--- config.mk ---
export PLATFORM = sky130hd
export DESIGN_NAME = dreg_bank
export DESIGN_NICKNAME = d
export VERILOG_FILES = /design/src/rtl/dreg_pkg.sv /design/src/rtl/dreg_channel.sv /design/src/rtl/dreg_bank.sv
export SDC_FILE = /design/constraint.sdc
export NUM_CORES = 1
export LEC_CHECK = 0
export CORE_AREA = 2 2 94 96
export DETAILED_ROUTE_END_ITERATION = 12
export DIE_AREA = 0 0 96 98
export MAX_ROUTING_LAYER = met4
export PLACE_DENSITY = 0.84
export SYNTH_ARGS = -nofsm -noshare
export SYNTH_HDL_FRONTEND = slang
export SYNTH_SLANG_ARGS = --single-unit
--- constraint.sdc ---
create_clock -name clk -period 3.9 [get_ports clk]
set_input_delay 0.39 -clock clk [delete_from_list [all_inputs] [get_ports clk]]
set_output_delay 0.39 -clock clk [all_outputs]
set_load 0.01 [all_outputs]
--- src/rtl/dreg_pkg.sv ---
// Shared types for the dreg_bank sample-and-hold slice: capture modes,
// per-channel state encoding and a small edge-detect helper.
package dreg_pkg;

  // Global capture mode, encoded as on the mode input bus
  typedef enum logic [1:0] {
    MODE_TRACK = 2'd0,
    MODE_EDGE  = 2'd1,
    MODE_LOCK  = 2'd2,
    MODE_HOLD  = 2'd3
  } mode_e;

  // Per-channel state: free to capture, or frozen by a timed lock
  typedef enum logic {
    ST_IDLE = 1'b0,
    ST_LOCK = 1'b1
  } state_e;

  // Rising edge of a level given its current and previous-cycle value
  function automatic logic rising_edge(input logic cur, input logic prev);
    return cur & ~prev;
  endfunction

endpackage

--- src/rtl/dreg_channel.sv ---
// One sample-and-hold channel: WIDTH-bit holding register with track,
// edge-capture and timed-lock capture modes, a valid flag and a
// saturating capture counter.
module dreg_channel
  import dreg_pkg::*;
#(
  parameter int WIDTH       = 8,
  parameter int LOCK_CYCLES = 4,
  parameter int CNT_W       = 8
) (
  input  logic             clk,
  input  logic             rst,
  input  mode_e            mode,
  input  logic             clr,
  input  logic             en,
  input  logic [WIDTH-1:0] d,
  output logic [WIDTH-1:0] q,
  output logic             valid,
  output logic             locked,
  output logic [CNT_W-1:0] upd_cnt
);

  localparam int              LCW       = $clog2(LOCK_CYCLES + 1);
  localparam logic [LCW-1:0]  LOCK_LOAD = LCW'(LOCK_CYCLES);
  localparam logic [LCW-1:0]  LOCK_LAST = LCW'(1);
  localparam logic [CNT_W-1:0] CNT_MAX  = {CNT_W{1'b1}};

  logic             en_d_r;
  state_e           state_r;
  logic [LCW-1:0]   lock_cnt_r;
  logic [WIDTH-1:0] q_r;
  logic             valid_r;
  logic [CNT_W-1:0] upd_cnt_r;

  logic             rise_s;
  logic             capture_s;
  logic             start_lock_s;

  // Capture decision: only an idle channel may capture; the mode picks level or edge
  always_comb begin
    rise_s       = rising_edge(en, en_d_r);
    capture_s    = 1'b0;
    start_lock_s = 1'b0;
    if (state_r == ST_IDLE) begin
      case (mode)
        MODE_TRACK: capture_s = en;
        MODE_EDGE:  capture_s = rise_s;
        MODE_LOCK: begin
          capture_s    = rise_s;
          start_lock_s = rise_s;
        end
        MODE_HOLD:  capture_s = 1'b0;
        default:    capture_s = 1'b0;
      endcase
    end else begin
      capture_s    = 1'b0;
      start_lock_s = 1'b0;
    end
  end

  // Previous-cycle enable; keeps sampling through clr and lock so edges stay honest
  always_ff @(posedge clk or posedge rst) begin
    if (rst) begin
      en_d_r <= 1'b0;
    end else begin
      en_d_r <= en;
    end
  end

  // Lock sequencer: load on a LOCK-mode capture, count down, release after the last cycle
  always_ff @(posedge clk or posedge rst) begin
    if (rst) begin
      state_r    <= ST_IDLE;
      lock_cnt_r <= '0;
    end else if (clr) begin
      state_r    <= ST_IDLE;
      lock_cnt_r <= '0;
    end else if (state_r == ST_LOCK) begin
      if (lock_cnt_r == LOCK_LAST) begin
        state_r    <= ST_IDLE;
        lock_cnt_r <= '0;
      end else begin
        lock_cnt_r <= lock_cnt_r - LOCK_LAST;
      end
    end else if (start_lock_s) begin
      state_r    <= ST_LOCK;
      lock_cnt_r <= LOCK_LOAD;
    end else begin
      state_r    <= state_r;
      lock_cnt_r <= lock_cnt_r;
    end
  end

  // Holding register, valid flag and saturating capture counter
  always_ff @(posedge clk or posedge rst) begin
    if (rst) begin
      q_r       <= '0;
      valid_r   <= 1'b0;
      upd_cnt_r <= '0;
    end else if (clr) begin
      q_r       <= '0;
      valid_r   <= 1'b0;
      upd_cnt_r <= '0;
    end else if (capture_s) begin
      q_r     <= d;
      valid_r <= 1'b1;
      if (upd_cnt_r != CNT_MAX) begin
        upd_cnt_r <= upd_cnt_r + CNT_W'(1);
      end else begin
        upd_cnt_r <= upd_cnt_r;
      end
    end else begin
      q_r       <= q_r;
      valid_r   <= valid_r;
      upd_cnt_r <= upd_cnt_r;
    end
  end

  assign q       = q_r;
  assign valid   = valid_r;
  assign locked  = (state_r == ST_LOCK);
  assign upd_cnt = upd_cnt_r;

endmodule

--- src/rtl/dreg_bank.sv ---
// Multi-channel clocked sample-and-hold bank. Each channel is an
// independent dreg_channel; this level only fans out the shared mode/clr
// controls and packs the per-channel buses.
module dreg_bank
  import dreg_pkg::*;
#(
  parameter int WIDTH       = 8,
  parameter int CHANNELS    = 4,
  parameter int LOCK_CYCLES = 4,
  parameter int CNT_W       = 8
) (
  input  logic                      clk,
  input  logic                      rst,
  input  logic [1:0]                mode,
  input  logic                      clr,
  input  logic [CHANNELS-1:0]       en,
  input  logic [CHANNELS*WIDTH-1:0] d,
  output logic [CHANNELS*WIDTH-1:0] q,
  output logic [CHANNELS-1:0]       valid,
  output logic [CHANNELS-1:0]       locked,
  output logic [CHANNELS*CNT_W-1:0] upd_cnt
);

  mode_e mode_s;

  assign mode_s = mode_e'(mode);

  for (genvar i = 0; i < CHANNELS; i++) begin : g_ch
    dreg_channel #(
      .WIDTH       (WIDTH),
      .LOCK_CYCLES (LOCK_CYCLES),
      .CNT_W       (CNT_W)
    ) u_ch (
      .clk     (clk),
      .rst     (rst),
      .mode    (mode_s),
      .clr     (clr),
      .en      (en[i]),
      .d       (d[i*WIDTH +: WIDTH]),
      .q       (q[i*WIDTH +: WIDTH]),
      .valid   (valid[i]),
      .locked  (locked[i]),
      .upd_cnt (upd_cnt[i*CNT_W +: CNT_W])
    );
  end

endmodule

==> metrics.yaml, run 1 <==
run_status:
  outcome: "finished clean"
routing:
  drc: 0
  vias: 3675
  wirelength_um: 10070
  m1WireLength_um: 4383
  drtAntennaViolNets: 0
  routedWlPerCell_um: 15.24
  drtPass1Iterations: 4
  dr_wl_met3_um: 488
  drtIter0Drc: 236
  viasPerCell: 5.560
  wl_met2_um: 5036
  top_layer_used: "met4"
final_layout:
  final_nets: 603
  area_growth_pct: 32.31
  finalInstanceArea_um2: 5718
  drive_above_1_share_pct: 6.329
  antenna_cells: 0
timing:
  hold_viol_final: 0
  timing.fmax_mhz: 412.0
  fin_crit_sh_pct: 62.24
  finalSetupViolCount: 0
  drv_slew: 0
  fin_hold_ws_ns: 0.4033
  worstMarginPinSlew_ns: 0.9681
  worst_clock_skew_ns: 0.009827
  period_minus_slack_ns: 2.427
  relSlewSlack_pct: 35.03
  fin_setup_tns_ns: 0
  rsz0062_at_grt: "no"
  setup_ws_ns: 1.473
worst_setup_path:
  cpMaxStageDelayCell: "o21ai_1"
  reg2regPathDepth: 5
  reg2reg_to: "g_ch[3].u_ch.upd_cnt[5]"
  reg2reg_slack_ns: 2.03
  rr_startpoint: "g_ch[3].u_ch.upd_cnt[0]"
  cp_num_buf_inv: 3
  startpoint_type: "primary input"
  required_ns: 4.12
  cp_max_fo: 13
  end_kind: "flip-flop"
  worst-path-stages: 8
  arrival_ns: 2.64
  cp-endpoint: "g_ch[1].u_ch.q[5]"
  crit_family: "buffers and inverters"
  startpoint: "mode[1]"
  crit_type: "primary input to flip-flop"
  slowest_delay_ns: 0.64
  cp_cell_sequence: "clkdlybuf4s50_1, inv_1, ha_1, nor2b_1, o21ai_1, buf_4, mux2i_1, nor2_1"
floorplan:
  core_um2: 8466
  die_h_um: 98
  die_w_um: 96
  dieArea_um2: 9408
  ios: 113
  rows: 34
  initial_core_util_pct: 51.05
clock_network:
  clk_path_buf_depth: 2
  cts_setup_buffers: 0
  cts_root_buf: "clkbuf_8"
  cts_made_buffers: 9
  cts.sinks: 88
  clk_pin_slew_ns: 0.08
  cts_htree_levels: 3
  clk_latency_ns: 0.36
  hold_buffers: 0
  cts_tree: "yes"
  cts_resized: 0
yosys:
  synth-seq-cells: 88
  async_flop_share_pct: 100.0
  yosys_warnings: 0
  synth_area_leaders: "dfrtp_1 51%, a21oi_1 6.3%, nand2_1 5.6%, ha_1 4.1%, inv_1 2.3%"
  yosysTopAreaCell: "dfrtp_1"
  synth_nets: 501
  ys_types: 57
  synth_edf_count: 0
  synth-seq-area-share_pct: 50.96
  netlist_area_um2: 4322
  synthFlopType: "dfrtp_1"
  syn_area_per_cell_um2: 9.690
  synth_top_area_share_pct: 50.96
  netlist_instances: 446
power_and_ir_drop:
  internal_power_mw: 1.532
  switching_share_pct: 23.89
  ir_worst_vdd_v: 0.0002066
  clockPowerShare_pct: 38.8
  p_sw_uw: 480.9
  p_seq_share_pct: 48.3
  p_leak_nw: 2.442
  comb_power_share_pct: 12.9
  powerDensity_nw_per_um2: 352.1
placement:
  place_area_um2: 5464
  preCtsSetupSlack_ns: 1.092
  place_congestion: 0.8390
  port_buffers: 112
  hpwlAfterDp_um: 7186
run:
  cap_violations: 0
global_route:
  track_usage_pct: 23.27
  grt_max_degree: 47
  grt_pass1_wl_um: 17110
  antenna_found_initial: 0
  grt_pass1_vias: 3694
  overflow: 0
min_path:
  hp-class: "primary input to asynchronous set/reset pin"
layout by cell type, fill, tap and decap left out, types with 2 or more instances in the layout:
cell type / netlist / routed
clkdlybuf4s50_1: 0 / 111
dfrtp_1: 88 / 88
nand2_1: 64 / 64
a21oi_1: 54 / 54
nor2_1: 27 / 27
inv_1: 27 / 26
ha_1: 14 / 14
nand3_1: 13 / 13
nor2b_1: 12 / 12
clkbuf_8: 0 / 11
o21ai_0: 10 / 10
mux2i_1: 10 / 10
a311oi_1: 9 / 9
nor3_1: 8 / 8
o31ai_1: 8 / 8
or4_1: 5 / 5
a31oi_1: 5 / 5
nand2b_1: 5 / 5
buf_4: 8 / 5
o21a_1: 4 / 4
and4_1: 4 / 4
nand4_1: 3 / 3
a211oi_1: 3 / 3
or3_1: 3 / 3
bufinv_16: 0 / 3
nor2b_2: 2 / 2
o21ai_1: 2 / 2
a21o_1: 2 / 2
mux2_2: 2 / 2
o41ai_1: 2 / 2
and3_1: 2 / 2
o211ai_1: 2 / 2
xnor2_1: 2 / 2
nor4_1: 2 / 2
o31a_1: 2 / 2
clkinv_2: 0 / 2
a41oi_1: 2 / 2
o311a_1: 2 / 2
nor4b_1: 2 / 2
state kept, by name (all words and copies together), names as in the netlist:
| name | flops |
|---|---|
| g_ch.u_ch.q | 32 |
| g_ch.u_ch.upd_cnt | 32 |
| g_ch.u_ch.lock_cnt_r | 12 |
| g_ch.u_ch.en_d_r | 4 |
| g_ch.u_ch.locked | 4 |
| g_ch.u_ch.valid | 4 |
per-stage QoR:
step | std cells | total power, mW | util (%)
4_1_cts | 661 | 2.029 | 67.54
3_3_place_gp | 645 | 1.241 | 64.54
5_1_grt | 661 | 2.096 | 67.54
6_report | 661 | 2.013 | 67.54
2_1_floorplan | 446 | 1.126 | -
3_5_place_dp | 645 | 1.251 | 64.54
kinds of logic after synthesis:
logic type | share of synthesized area [%]
muxes | 2.837
AOI/OAI and AO/OA | 16.71
buffers and inverters | 5.761
xor gates and xnor gates | 0.6081
adders and majority gates | 4.053
and+or+nand+nor | 19.08
DFF | 50.96
synth_stat cells (9+ instances only):
cell,number
a21oi_1,54
a311oi_1,9
dfrtp_1,88
ha_1,14
inv_1,27
mux2i_1,10
nand2_1,64
nand3_1,13
nor2_1,27
nor2b_1,12
o21ai_0,10
power by group through the flow:
stage          combinational [mW]  clock [mW]  sequential [mW]
3_3_place_gp                0.253           0            0.988
2_1_floorplan               0.130           0            0.996
4_1_cts                     0.263       0.794            0.973
6_report                    0.259       0.782            0.973
3_5_place_dp                0.261           0            0.990
5_1_grt                     0.286       0.833            0.977
area by class of cell:
cell class,instances,area (um^2)
clock inverter,5,102.6
multi-input combinational,305,1871
clock buffer,11,151.4
sequential,88,2202
timing repair buffer,117,1154
tap,108,135.1
fill,675,2748
inverter,27,102.6
per-layer routing:
metal	vias to the layer above	GRT usage [%]
met2	104	37.34
met5	-	-
met3	14	3.935
li1	1770	-
met4	0	8.571
met1	1787	29.49
worst register-to-register path, stage by stage, from the launching register on:
cell and delay, ns:
dfrtp_1 0.44, ha_1 0.30, nand3_1 0.15, o221ai_2 0.20, or4_1 0.56, a21oi_1 0.15
worst min-delay path by stage:
stage / cells after the start / endpoint
2_1_floorplan: 0 / g_ch[0].u_ch.en_d_r
3_3_place_gp: 2 / g_ch[3].u_ch.valid
3_5_place_dp: 2 / g_ch[2].u_ch.valid
4_1_cts: 2 / g_ch[1].u_ch.q[0]
5_1_grt: 2 / g_ch[1].u_ch.q[2]
6_report: 2 / g_ch[1].u_ch.q[2]
No activity file was read; power rests on OpenSTA's default activity.
==> run 2: changes to the inputs <==
--- a/config.mk
+++ b/config.mk
@@ -5,11 +5,11 @@
 export SDC_FILE = /design/constraint.sdc
 export NUM_CORES = 1
 export LEC_CHECK = 0
-export CORE_AREA = 2 2 94 96
+export CORE_AREA = 2 2 103 105
 export DETAILED_ROUTE_END_ITERATION = 12
-export DIE_AREA = 0 0 96 98
+export DIE_AREA = 0 0 105 107
 export MAX_ROUTING_LAYER = met4
-export PLACE_DENSITY = 0.84
+export PLACE_DENSITY = 0.74
 export SYNTH_ARGS = -nofsm -noshare
 export SYNTH_HDL_FRONTEND = slang
 export SYNTH_SLANG_ARGS = --single-unit
==> constraint.sdc (replaced) <==
create_clock -name clk -period 2.2 [get_ports clk]
set_input_delay 0.22 -clock clk [delete_from_list [all_inputs] [get_ports clk]]
set_output_delay 0.22 -clock clk [all_outputs]
set_load 0.01 [all_outputs]
==> run 2 against run 1 <==
Via count rose by 0.87%. Register-to-register slack got worse by 1.6 ns. Clock power rose by 26%. Total power rose by 59%.
==> metrics.yaml, run 2 (same netlist as run 1, synthesis figures left out) <==
clock_network:
  cts.sinks: 88  # unchanged
  cts_setup_buffers: 0  # unchanged
  cts_made_buffers: 9  # unchanged
  clk_path_buf_depth: 2  # unchanged
  cts_root_buf: "clkbuf_8"
  cts_resized: 0  # unchanged
  clk_latency_ns: 0.36  # about the same
  clk_pin_slew_ns: 0.09  # about the same
  cts_tree: "yes"
  hold_buffers: 0  # unchanged
  cts_htree_levels: 3  # unchanged
power_and_ir_drop:
  ir_worst_vdd_v: 0.0003352  # +62%
  powerDensity_nw_per_um2: 550.2  # +56%
  p_leak_nw: 2.484  # +1.7%
worst_setup_path:
  crit_family: "buffers and inverters"
  worst-path-stages: 8  # unchanged
  arrival_ns: 2.14  # -0.50 ns
  startpoint_type: "primary input"
  cp_max_fo: 6  # -7
  slowest_delay_ns: 0.49  # -0.15 ns
  crit_type: "primary input to flip-flop"
  required_ns: 2.43  # -1.69 ns
  end_kind: "flip-flop"
  cpMaxStageDelayCell: "clkdlybuf4s50_1"
  cp_cell_sequence: "clkdlybuf4s50_1, inv_1, ha_1, nor2b_1, o21ai_2, buf_4, o41ai_1, a21oi_1"
  reg2regPathDepth: 5  # unchanged
  cp_num_buf_inv: 3  # unchanged
placement:
  place_congestion: 0.8493  # +1.2%
  port_buffers: 112  # unchanged
  hpwlAfterDp_um: 7373  # +2.6%
  place_area_um2: 5668  # +3.7%
global_route:
  grt_max_degree: 42  # -11%
  track_usage_pct: 19.46  # -3.8 points
  overflow: 0  # unchanged
  use_met1_pct: 24.84  # -4.6 points
  grt_pass1_vias: 3636  # -1.6%
  grt_pass1_wl_um: 17260  # +0.92%
  groute.layer.met3.usage_pct: 5.410  # +1.5 points
  busiest_layer: "met2"
  antenna_found_initial: 0  # unchanged
  grtUsageMet2_pct: 30.06  # -7.3 points
timing:
  hold_viol_final: 0  # unchanged
  finalSetupViolCount: 0  # unchanged
  drv_slew: 0  # unchanged
  period_minus_slack_ns: 1.913
  rsz0062_at_grt: "no"
  timing.fmax_mhz: 522.8
  worstMarginPinSlew_ns: 0.7418  # -0.2263 ns
  fin_crit_sh_pct: 86.94
  worst_clock_skew_ns: 0.008385  # -0.001442 ns
  relSlewSlack_pct: 50.44  # +15 points
routing:
  drtPass1Iterations: 4  # unchanged
  viasPerCell: 5.266  # -5.3%
  vias: 3707  # +0.87%
  drtAntennaViolNets: 0  # unchanged
  wirelength_um: 10220  # +1.5%
  drc: 0  # unchanged
  drtIter0Drc: 101  # -57%
  routedWlPerCell_um: 14.52  # -4.7%
final_layout:
  final_cell_mix: "111 x clkdlybuf4s50_1, 88 x dfrtp_1, 64 x nand2_1, 54 x a21oi_1, 27 x nor2_1"
  area_growth_pct: 34.97
  final_nets: 618  # +2.5%
  drive_above_1_share_pct: 8.627  # +2.3 points
  antenna_cells: 0  # unchanged
  final_common_cell: "clkdlybuf4s50_1"
  finalInstanceArea_um2: 5833  # +2.0%
  n_fill_cell: 932  # +38%
  fin_util_pct: 57.80  # -9.7 points
run_status:
  outcome: "finished clean"
min_path:
  hp-class: "primary input to flip-flop"
  hold_depth: 2
floorplan:
  core_um2: 10090  # +19%
  ios: 113  # unchanged
  die_w_um: 105  # +9.4%
  rows: 37  # +8.8%
  dieArea_um2: 11240  # +19%
  initial_core_util_pct: 42.82  # -8.2 points
  die_h_um: 107  # +9.2%
run:
  cap_violations: 0  # unchanged
## run 2: cell types whose count changed in the layout (fill, tap and decap cells not counted)
cell	change
buf_4	+11
buf_12	+4
bufinv_16	-3
clkbuf_1	+2
clkbuf_8	-2
clkinvlp_4	+2
clkinv_4	+1
o21ai_1	-1
o21ai_2	+1
## run 2: cell type report
type | count | area (um^2) | area share [%]
repair buffers | 132 | 1316 | 22.57
clock inverters | 5 | 33.78 | 0.5792
clock buffers | 11 | 131.4 | 2.252
flip-flops and latches | 88 | 2202 | 37.75
inverters | 27 | 105.1 | 1.802
well taps | 136 | 170.2 | 2.917
multi-input cells | 305 | 1874 | 32.13
## run 2: report_power, final
| part | switching [mW] | total [mW] | internal (mW) |
|---|---|---|---|
| combinational | 0.244 | 0.502 | 0.258 |
| clock | 0.575 | 0.984 | 0.409 |
| sequential | 0.0460 | 1.72 | 1.68 |
| total | 0.865 | 3.21 | 2.34 |
## run 2: metrics by stage
step	cells	setup TNS [ns]	total power, mW	worst slack (ns)	hold slack (ns)
5_1_grt	704	0	3.380	0.1302	0.2992
3_3_place_gp	688	-0.01844	2.245	-0.01844	0.4798
2_1_floorplan	446	0	1.997	0.3873	0.2514
3_5_place_dp	688	-0.5528	2.262	-0.1121	0.4921
4_1_cts	704	0	3.251	0.2801	0.2427
6_report	704	0	3.209	0.2872	0.2503
## run 2: routing by layer
layer,wire length [um],vias up
li1,-,1799
met1,4509,1774
met2,4865,121
met3,688,13
met4,158,0
met5,0,-
## run 2: final timing paths
path	from	end	slack [ns]
worst max-delay path	mode[1]	g_ch[1].u_ch.upd_cnt[7]	0.29
worst min register to register	g_ch[0].u_ch.valid	g_ch[0].u_ch.valid	0.51
worst min-delay path	clr	g_ch[0].u_ch.valid	0.25
max in group asynchronous	rst	g_ch[2].u_ch.upd_cnt[4]	1.32
min in group asynchronous	rst	g_ch[3].u_ch.upd_cnt[5]	0.33
worst max register to register	g_ch[2].u_ch.upd_cnt[0]	g_ch[2].u_ch.upd_cnt[5]	0.42
==> run 3: changes to the inputs <==
--- a/config.mk
+++ b/config.mk
@@ -9,7 +9,8 @@
 export DETAILED_ROUTE_END_ITERATION = 12
 export DIE_AREA = 0 0 105 107
 export MAX_ROUTING_LAYER = met4
-export PLACE_DENSITY = 0.74
+export PLACE_DENSITY = 0.75
 export SYNTH_ARGS = -nofsm -noshare
 export SYNTH_HDL_FRONTEND = slang
+export SYNTH_HIERARCHICAL = 1
 export SYNTH_SLANG_ARGS = --single-unit
==> run 3 against run 2 <==
Wire length shrank 0.30%. Maximum frequency is 3.2% lower. Sequential share of layout area fell by 1.1 points. Hold slack improved by 0.057 ns. Core utilization is 1.7 points higher. Critical path type unchanged.
==> metrics.yaml, run 3 <==
run_status:
  outcome: "finished clean"
power_and_ir_drop:
  p_leak_nw: 2.469  # -0.58%
  ir_worst_vdd_v: 0.0003460  # +3.2%
  powerDensity_nw_per_um2: 572.2  # +4.0%
placement:
  port_buffers: 112  # unchanged
  place_congestion: 0.7823  # -7.9%
  hpwlAfterDp_um: 7387  # +0.19%
min_path:
  hp-class: "primary input to asynchronous set/reset pin"
global_route:
  grt_max_degree: 37  # -12%
  grt_pass1_vias: 3705  # +1.9%
  antenna_found_initial: 0  # unchanged
  overflow: 0  # unchanged
  track_usage_pct: 19.41  # -0.045 points
  grt_pass1_wl_um: 17380  # +0.68%
yosys:
  async_flop_share_pct: 100.0  # unchanged
  synth-seq-area-share_pct: 50.52  # -0.44 points
  ys_types: 30  # -47%
  synthFlopType: "dfrtp_1"
  synth_area_leaders: "dfrtp_1 51%, a21oi_1 8.3%, nand2_1 7.6%, ha_1 5.7%, inv_1 2.8%"
  synth_nets: 529  # +5.6%
  yosys_warnings: 6  # +6
  synth_top_area_share_pct: 50.52  # -0.44 points
  syn_area_per_cell_um2: 9.314  # -3.9%
  netlist_instances: 468  # +4.9%
  synth_common_cells: "88 x dfrtp_1, 88 x nand2_1, 72 x a21oi_1, 32 x inv_1"
  synth_edf_count: 0  # unchanged
  netlist_area_um2: 4359  # +0.87%
  synth-seq-cells: 88  # unchanged
  yosysTopAreaCell: "dfrtp_1"
worst_setup_path:
  cpMaxStageDelayCell: "clkdlybuf4s50_1"
  required_ns: 2.47  # +0.04 ns
  cp_num_buf_inv: 3  # unchanged
  slowest_delay_ns: 0.59  # +0.10 ns
  startpoint_type: "primary input"
  arrival_ns: 2.24  # +0.10 ns
  cp_max_fo: 4  # -2
  cp_cell_sequence: "clkdlybuf4s50_1, inv_1, ha_1, nand2b_1, buf_4, a2111oi_0, a31oi_1, o21a_1"
  end_kind: "flip-flop"
  crit_type: "primary input to flip-flop"
  crit_family: "compound AO/OA/AOI/OAI gates"
timing:
  finalSetupViolCount: 0  # unchanged
  fin_hold_ws_ns: 0.3071  # +0.05678 ns
  worstMarginPinSlew_ns: 0.7153  # -0.02654 ns
  fin_setup_tns_ns: 0  # unchanged
  rsz0062_at_grt: "no"
  drv_slew: 0  # unchanged
  relSlewSlack_pct: 52.32  # +1.9 points
  fin_crit_sh_pct: 89.86  # +2.9 points
  period_minus_slack_ns: 1.977  # +0.06414 ns
  hold_viol_final: 0  # unchanged
  timing.fmax_mhz: 505.8  # -3.2%
  worst_clock_skew_ns: 0.01053  # +0.002149 ns
clock_network:
  cts.sinks: 88  # unchanged
  hold_buffers: 0  # unchanged
  clk_pin_slew_ns: 0.09  # about the same
  clk_path_buf_depth: 2  # unchanged
  cts_setup_buffers: 0  # unchanged
  cts_root_buf: "clkbuf_8"
  cts_made_buffers: 9  # unchanged
  cts_resized: 0  # unchanged
  clk_latency_ns: 0.37  # about the same
  cts_htree_levels: 3  # unchanged
  cts_tree: "yes"
final_layout:
  final_nets: 663  # +7.3%
  final_common_cell: "clkdlybuf4s50_1"
  area_growth_pct: 37.72
  antenna_cells: 0  # unchanged
  final_cell_mix: "111 x clkdlybuf4s50_1, 88 x nand2_1, 88 x dfrtp_1, 72 x a21oi_1, 32 x inv_1"
  drive_above_1_share_pct: 9.720  # +1.1 points
  fin_util_pct: 59.48  # +1.7 points
routing:
  drtAntennaViolNets: 0  # unchanged
  vias: 3874  # +4.5%
  drtIter0Drc: 75  # -26%
  viasPerCell: 5.214  # -0.98%
  drtPass1Iterations: 4  # unchanged
  routedWlPerCell_um: 13.72  # -5.5%
  wirelength_um: 10190  # -0.30%
  drc: 0  # unchanged
floorplan:
  ios: 113  # unchanged
  core_um2: 10090  # unchanged
  die_w_um: 105  # unchanged
  rows: 37  # unchanged
  die_h_um: 107  # unchanged
  initial_core_util_pct: 43.19  # +0.37 points
  dieArea_um2: 11240  # unchanged
run:
  cap_violations: 0  # unchanged
==> run 3: stage by stage <==
stage | area [um^2] | std cells | setup WS (ns) | total power [mW]
after floorplan | 4359 | 468 | 0.5656 | 1.989
after global placement | 5786 | 727 | -0.07616 | 2.244
after detailed placement | 5786 | 727 | -0.1469 | 2.262
after CTS | 6003 | 743 | 0.2227 | 3.480
after global routing | 6003 | 743 | 0.04179 | 3.591
final | 6003 | 743 | 0.2231 | 3.435
==> run 3: final timing paths <==
kind | start | endpoint | depth (start not counted) | slack (ns)
setup / recovery | mode[0] | g_ch[1].u_ch/upd_cnt[6] | 8 | 0.22
hold / removal | rst | g_ch[1].u_ch/en_d_r | 3 | 0.31
setup reg to reg | g_ch[2].u_ch/upd_cnt[0] | g_ch[2].u_ch/upd_cnt[5] | 5 | 0.50
hold reg to reg | g_ch[3].u_ch/valid | g_ch[3].u_ch/valid | 2 | 0.51
max in group asynchronous | rst | g_ch[0].u_ch/q[0] | 3 | 1.65
min in group clk | d[8] | g_ch[1].u_ch/q[0] | 3 | 0.39
==> run 3: kinds of logic after synthesis <==
family / after synthesis / synth area share (%)
AOI/OAI and AO/OA: 112 / 14.47
adders and majority gates: 20 / 5.741
buffers and inverters: 52 / 5.166
DFF: 88 / 50.52
muxes: 8 / 2.066
and+or+nand+nor: 188 / 22.04
==> run 3: final cells by class <==
type / instances / area, um^2
Tap cell: 136 / 170.2
Multi-Input combinational cell: 328 / 1932
Clock inverter: 2 / 35.03
Fill cell: 893 / 4089
Inverter: 32 / 120.1
Timing Repair Buffer: 143 / 1361
Sequential cell: 88 / 2202
Clock buffer: 14 / 182.7
==> run 3: tightest hold or removal path, delay by kind of cell <==
family / cells / cell delay (ns)
buffers and inverters: 3 / 0.85
==> run 3: where the power goes <==
group / internal [mW] / switching, mW / total, mW
Sequential: 1.68 / 0.0432 / 1.72
Combinational: 0.259 / 0.244 / 0.503
Clock: 0.648 / 0.563 / 1.21
==> run 3: layer usage <==
layer  up-vias  track usage (%)  wire, um
met5         -                -         0
met1      1874            23.99      4518
met3        11            3.404       455
met2        94            32.05      5066
li1       1895                -         -
met4         0            7.429       150
